[config.mk]
export PLATFORM = sky130hd
export DESIGN_NAME = temporizador_regressivo
export DESIGN_NICKNAME = d
export VERILOG_FILES = /design/src/rtl/relogio_pkg.sv /design/src/rtl/regressivo_60.sv /design/src/rtl/temporizador_regressivo.sv
export SDC_FILE = /design/constraint.sdc
export NUM_CORES = 1
export LEC_CHECK = 0
export ABC_AREA = 0
export CAP_MARGIN = 40
export CORE_MARGIN = 3
export CORE_UTILIZATION = 45
export CTS_CLUSTER_DIAMETER = 200
export CTS_CLUSTER_SIZE = 8
export DETAILED_ROUTE_END_ITERATION = 12
export DONT_BUFFER_PORTS = 1
export GPL_TIMING_DRIVEN = 1
export SLEW_MARGIN = 10
export SYNTH_ARGS = -nofsm -noshare
export SYNTH_HDL_FRONTEND = slang
export SYNTH_SLANG_ARGS = --single-unit
[constraint.sdc]
create_clock -name clk -period 3.5 [get_ports clk]
set_input_delay 0.175 -clock clk [delete_from_list [all_inputs] [get_ports clk]]
set_output_delay 0.175 -clock clk [all_outputs]
set_load 0.005 [all_outputs]
[src/rtl/relogio_pkg.sv]
// Shared BCD time-format definitions for the clock and countdown timer datapaths.
package relogio_pkg;

    typedef enum logic [1:0] {
        OCIOSO   = 2'd0,
        CONTANDO = 2'd1,
        PAUSADO  = 2'd2,
        FIM      = 2'd3
    } estado_t;

    localparam int W_UNI  = 4;
    localparam int W_DEZ  = 3;
    localparam int W_HDEZ = 2;

    localparam logic [W_UNI-1:0] MAX_UNIDADE   = 4'd9;
    localparam logic [W_DEZ-1:0] MAX_DEZENA_MS = 3'd5;

    // Legal minutes/seconds pair: units 0..9, tens 0..5.
    function automatic logic bcd_valido(input logic [W_UNI-1:0] u, input logic [W_DEZ-1:0] d);
        return (u <= MAX_UNIDADE) && (d <= MAX_DEZENA_MS);
    endfunction

endpackage

[src/rtl/regressivo_60.sv]
// One down-counting BCD pair (00..59) for minutes or seconds, with borrow to the next pair.
module regressivo_60
    import relogio_pkg::*;
(
    input  logic             clk,
    input  logic             rst,
    input  logic             dec,
    input  logic             carga,
    input  logic [W_UNI-1:0] ld_u,
    input  logic [W_DEZ-1:0] ld_d,
    output logic [W_UNI-1:0] unidade,
    output logic [W_DEZ-1:0] dezena,
    output logic             borrow_out,
    output logic             zero
);

    logic [W_UNI-1:0] uni_q, uni_d;
    logic [W_DEZ-1:0] dez_q, dez_d;

    always_comb begin
        uni_d = uni_q;
        dez_d = dez_q;
        if (carga) begin
            uni_d = ld_u;
            dez_d = ld_d;
        end else if (dec) begin
            if (uni_q == 4'd0) begin
                uni_d = MAX_UNIDADE;
                dez_d = (dez_q == 3'd0) ? MAX_DEZENA_MS : dez_q - 3'd1;
            end else begin
                uni_d = uni_q - 4'd1;
            end
        end
    end

    always_ff @(posedge clk or negedge rst) begin
        if (!rst) begin
            uni_q <= '0;
            dez_q <= '0;
        end else begin
            uni_q <= uni_d;
            dez_q <= dez_d;
        end
    end

    assign unidade    = uni_q;
    assign dezena     = dez_q;
    assign zero       = (uni_q == 4'd0) && (dez_q == 3'd0);
    assign borrow_out = dec && zero;

endmodule

[src/rtl/temporizador_regressivo.sv]
// BCD HH:MM:SS countdown timer driven by the shared 1 Hz tick.
// Optional build macro TIMER_AUTO_RELOAD_EN: reload the stored value at expiry and keep counting.
module temporizador_regressivo
    import relogio_pkg::*;
#(
    parameter int HORA_MAX = 23
) (
    input  logic              clk,
    input  logic              rst,
    input  logic              tick_1hz,
    input  logic              carregar,
    input  logic [W_UNI-1:0]  ld_seg_u,
    input  logic [W_DEZ-1:0]  ld_seg_d,
    input  logic [W_UNI-1:0]  ld_min_u,
    input  logic [W_DEZ-1:0]  ld_min_d,
    input  logic [W_UNI-1:0]  ld_hora_u,
    input  logic [W_HDEZ-1:0] ld_hora_d,
    input  logic              iniciar,
    input  logic              pausar,
    input  logic              reconhece,
    output logic [W_UNI-1:0]  seg_u,
    output logic [W_DEZ-1:0]  seg_d,
    output logic [W_UNI-1:0]  min_u,
    output logic [W_DEZ-1:0]  min_d,
    output logic [W_UNI-1:0]  hora_u,
    output logic [W_HDEZ-1:0] hora_d,
    output logic [1:0]        estado,
    output logic              fim,
    output logic              alarme,
    output logic              erro_carga
);

    localparam logic [5:0] HORA_MAX_B = 6'(HORA_MAX);

    estado_t state_q, state_d;
    logic    fim_q, fim_d, erro_q, erro_d;
    logic    dec_tick, carga_cnt, usa_reload;

    logic [W_UNI-1:0]  rl_seg_u_q, rl_min_u_q, rl_hora_u_q;
    logic [W_DEZ-1:0]  rl_seg_d_q, rl_min_d_q;
    logic [W_HDEZ-1:0] rl_hora_d_q;

    logic [W_UNI-1:0]  hora_u_q, hora_u_d;
    logic [W_HDEZ-1:0] hora_d_q, hora_d_d;

    logic [W_UNI-1:0]  cs_u, cm_u, ch_u;
    logic [W_DEZ-1:0]  cs_d, cm_d;
    logic [W_HDEZ-1:0] ch_d;

    logic       seg_zero, seg_borrow, min_zero, min_borrow;
    logic [5:0] hora_val;
    logic       carga_valida, cont_zero, cont_um;

    assign hora_val     = 6'(ld_hora_d) * 6'd10 + 6'(ld_hora_u);
    assign carga_valida = bcd_valido(ld_seg_u, ld_seg_d) && bcd_valido(ld_min_u, ld_min_d) &&
                          (ld_hora_u <= MAX_UNIDADE) && (hora_val <= HORA_MAX_B);

    assign cont_zero = seg_zero && min_zero && (hora_u_q == 4'd0) && (hora_d_q == 2'd0);
    assign cont_um   = (seg_u == 4'd1) && (seg_d == 3'd0) && min_zero &&
                       (hora_u_q == 4'd0) && (hora_d_q == 2'd0);

    always_comb begin
        state_d    = state_q;
        dec_tick   = 1'b0;
        carga_cnt  = 1'b0;
        usa_reload = 1'b0;
        fim_d      = 1'b0;
        erro_d     = 1'b0;
        if (carregar) begin
            if (carga_valida) begin
                carga_cnt = 1'b1;
                state_d   = OCIOSO;
            end else begin
                erro_d = 1'b1;
            end
        end else begin
            case (state_q)
                OCIOSO, PAUSADO: begin
                    if (iniciar && !cont_zero) state_d = CONTANDO;
                end
                CONTANDO: begin
                    if (pausar) begin
                        state_d = PAUSADO;
                    end else if (tick_1hz) begin
                        fim_d = cont_um;
                        if (cont_um) begin
`ifdef TIMER_AUTO_RELOAD_EN
                            carga_cnt  = 1'b1;
                            usa_reload = 1'b1;
`else
                            dec_tick = 1'b1;
                            state_d  = FIM;
`endif
                        end else begin
                            dec_tick = 1'b1;
                        end
                    end
                end
                FIM: begin
                    if (reconhece) state_d = OCIOSO;
                end
                default: state_d = OCIOSO;
            endcase
        end
    end

    // Count load source: external load value, or the captured reload value at auto-reload expiry.
    assign cs_u = usa_reload ? rl_seg_u_q  : ld_seg_u;
    assign cs_d = usa_reload ? rl_seg_d_q  : ld_seg_d;
    assign cm_u = usa_reload ? rl_min_u_q  : ld_min_u;
    assign cm_d = usa_reload ? rl_min_d_q  : ld_min_d;
    assign ch_u = usa_reload ? rl_hora_u_q : ld_hora_u;
    assign ch_d = usa_reload ? rl_hora_d_q : ld_hora_d;

    regressivo_60 u_seg (
        .clk(clk), .rst(rst), .dec(dec_tick), .carga(carga_cnt), .ld_u(cs_u), .ld_d(cs_d),
        .unidade(seg_u), .dezena(seg_d), .borrow_out(seg_borrow), .zero(seg_zero)
    );

    regressivo_60 u_min (
        .clk(clk), .rst(rst), .dec(seg_borrow), .carga(carga_cnt), .ld_u(cm_u), .ld_d(cm_d),
        .unidade(min_u), .dezena(min_d), .borrow_out(min_borrow), .zero(min_zero)
    );

    always_comb begin
        hora_u_d = hora_u_q;
        hora_d_d = hora_d_q;
        if (carga_cnt) begin
            hora_u_d = ch_u;
            hora_d_d = ch_d;
        end else if (min_borrow) begin
            if (hora_u_q == 4'd0) begin
                hora_u_d = MAX_UNIDADE;
                hora_d_d = hora_d_q - 2'd1;
            end else begin
                hora_u_d = hora_u_q - 4'd1;
            end
        end
    end

    always_ff @(posedge clk or negedge rst) begin
        if (!rst) begin
            state_q     <= OCIOSO;
            fim_q       <= 1'b0;
            erro_q      <= 1'b0;
            hora_u_q    <= '0;
            hora_d_q    <= '0;
            rl_seg_u_q  <= '0;
            rl_seg_d_q  <= '0;
            rl_min_u_q  <= '0;
            rl_min_d_q  <= '0;
            rl_hora_u_q <= '0;
            rl_hora_d_q <= '0;
        end else begin
            state_q  <= state_d;
            fim_q    <= fim_d;
            erro_q   <= erro_d;
            hora_u_q <= hora_u_d;
            hora_d_q <= hora_d_d;
            if (carregar && carga_valida) begin
                rl_seg_u_q  <= ld_seg_u;
                rl_seg_d_q  <= ld_seg_d;
                rl_min_u_q  <= ld_min_u;
                rl_min_d_q  <= ld_min_d;
                rl_hora_u_q <= ld_hora_u;
                rl_hora_d_q <= ld_hora_d;
            end
        end
    end

    assign hora_u     = hora_u_q;
    assign hora_d     = hora_d_q;
    assign estado     = state_q;
    assign fim        = fim_q;
    assign alarme     = (state_q == FIM);
    assign erro_carga = erro_q;

endmodule

==> run metrics <==
pwr dens=587.9 nW/um^2; syn_area_per_cell=8.787 um^2; clock-pin transition on the worst setup and hold timing paths=130 ps; clk buf depth=2; number of synthesized flops with an enable pin=0; Yosys Warn Count=0; number of gates resized after cts=0; maximum vdd drop=0.0003097 V; CP endpoint kind=flop; R2R setup slack=1390 ps; Placed Cells=215; hold path startpoint=ld_seg_d[2]; Setup TNS=0 ps; I/O pins=52; Via Count=approximately 1300; largest net degree at the start of global routing=25; final hold violation count=0; R2R Path Start=estado[1]; DRC=0; worst hold stages=2; main flop type after synthesis=dfrtp_1; Final setup viols=0; share of layout cells above drive strength 1=6.180%; depth of the CTS H-tree=1; CTS tree=done; most frequent cells in the layout=nor2_1, dfrtp_1, a21oi_1; fin crit share=62.38%; Skew-Pair Late Insertion Delay=310 ps; status=complete, no violations; initial core utilization=about half; num rows=20; total global routing track utilization=18.55%; max cap viols=0; CP max FO=23; buffers added on ports=0; first-pass GRT wire length=6085 um; Worst EP arrival=2370 ps; Chip Width=between 60 and 70 um; Power Total=0.0009783 W; fmax=0.4581 GHz; synthesis-stage register bit count=24; Distinct cells, synth=44; initial DRC count=57; routability cong.=approximately 0.82; leakage power=0.6341 nW; Tmin final=2183 ps; skew final=2.441 ps; WHS=9.009 ps; sequential cell area fraction in the yosys report=between 30% and 40%; ant diodes=0; Worst Reg-to-Reg Cells=5; clk root buf=clkbuf_4; aggregate routed wire length=3698 um; Synthesized Nets=208; drt first pass iters=5; Post-synth ARST share=100.0%; Syn-to-layout area delta=7.605%; WL/cell=16.66 um; Post-DRT Antenna Nets=0; Rel. slew slack=50.91%; min-delay worst type=in -> reg; WS Path Type=in -> reg; CTS Sinks=24; vias in the first global route=1315; CP startpoint=ld_hora_u[1]; Num CTS Buffers=3; WP data required=around 3700 ps; Tightest Pin Transition=736.4 ps; die height=about 65 um; commonest non-fill, non-tap cell in the layout=nor2_1; vias per inst=5.811; Slew Limit Fails=0; Layout Nets=roughly 210; Gate Count Post-Synth=176; grt ovf=0; synthesized cell area=around 1500 um^2; initial antenna violation count=0; post-route insts no fill=222; hpwl dp=2823 um; Core Area=3153 um^2; RSZ-0062 raised after global routing=no; crit start category=input port; die area=4176 um^2
## through the flow
step	util, %	setup slack, ps	area [um^2]
final	52.78	1317	1664
after global placement	50.48	1076	1592
after detailed placement	50.48	975.2	1592
after global routing	52.78	1078	1664
after floorplan	-	1558	1546
after CTS	52.78	1320	1664
## cell usage after synthesis (3+ instances only)
master	number	area share, %
nor2_1	30	7.3
dfrtp_1	24	39
a21oi_1	19	6.1
inv_1	9	2.2
xnor2_1	9	5.1
nor3_1	8	2.6
nand2_1	7	1.7
clkbuf_1	5	1.2
nor2b_1	5	2.0
ha_1	4	3.2
mux2i_1	4	2.6
nand3_1	4	1.3
nor4_1	4	1.6
o21ai_0	4	1.3
o21a_1	3	1.5
## per-layer routing
layer	up-vias	track usage, %	routed length, um
met5	-	0	0
met4	0	5.013	35
met3	4	4.853	270
met2	44	31.57	1818
met1	610	23.22	1573
li1	632	-	-
## area by class of cell
| type | instances | area, um^2 |
|---|---|---|
| clock buffer | 3 | 22.52 |
| fill | 311 | 1489 |
| inverter | 9 | 33.78 |
| multi-input combinational | 137 | 894.6 |
| sequential | 24 | 600.6 |
| tap | 44 | 55.05 |
| timing repair buffer | 5 | 57.56 |
## where the power goes
group / internal (W) / switching [W]
Combinational: 0.000146 / 0.000128
Clock: 0.0000402 / 0.0000811
Sequential: 0.000381 / 0.000203
## what timing repair did
| item | CTS | global route |
|---|---|---|
| endpoints found under the hold margin | 26 | 0 |
| setup buffers | 0 | 0 |
| hold buffers | 4 | 0 |
## critical path, stage by stage
cell,delay [ps]
ha_1,150
inv_1,60
fa_1,400
xnor2_1,140
a211oi_1,340
o2111ai_2,480
buf_4,380
o211ai_1,110
o221ai_1,140
## kinds of logic (layout without fill, tap and decap cells)
group                    after synthesis  count (layout)  share of synthesized area [%]
multiplexers                           5               5                          3.317
buffers and inverters                 15              17                          3.721
adder cells (fa/ha/maj)                5               5                          4.531
AND/OR/NAND/NOR                       72              72                          25.41
XOR/XNOR                              11              11                          6.230
AO/OA/AOI/OAI                         44              44                          17.96
flip-flops                            24              24                          38.84
## sequential cells by signal (all words and copies together) (netlist names)
name,flops
u_min.unidade,4
u_min.dezena,3
erro_carga,1
u_seg.unidade,4
hora_u,4
hora_d,2
u_seg.dezena,3
fim,1
estado,2
## path summary, 6_finish.rpt
path                               endpoint
max reg2reg                       hora_d[1]
min in group asynchronous               fim
max in group asynchronous   u_seg.dezena[1]
min                         u_seg.dezena[2]
max                        u_seg.unidade[1]
min reg2reg                       hora_u[2]
Power figures use the tool's default switching activity.
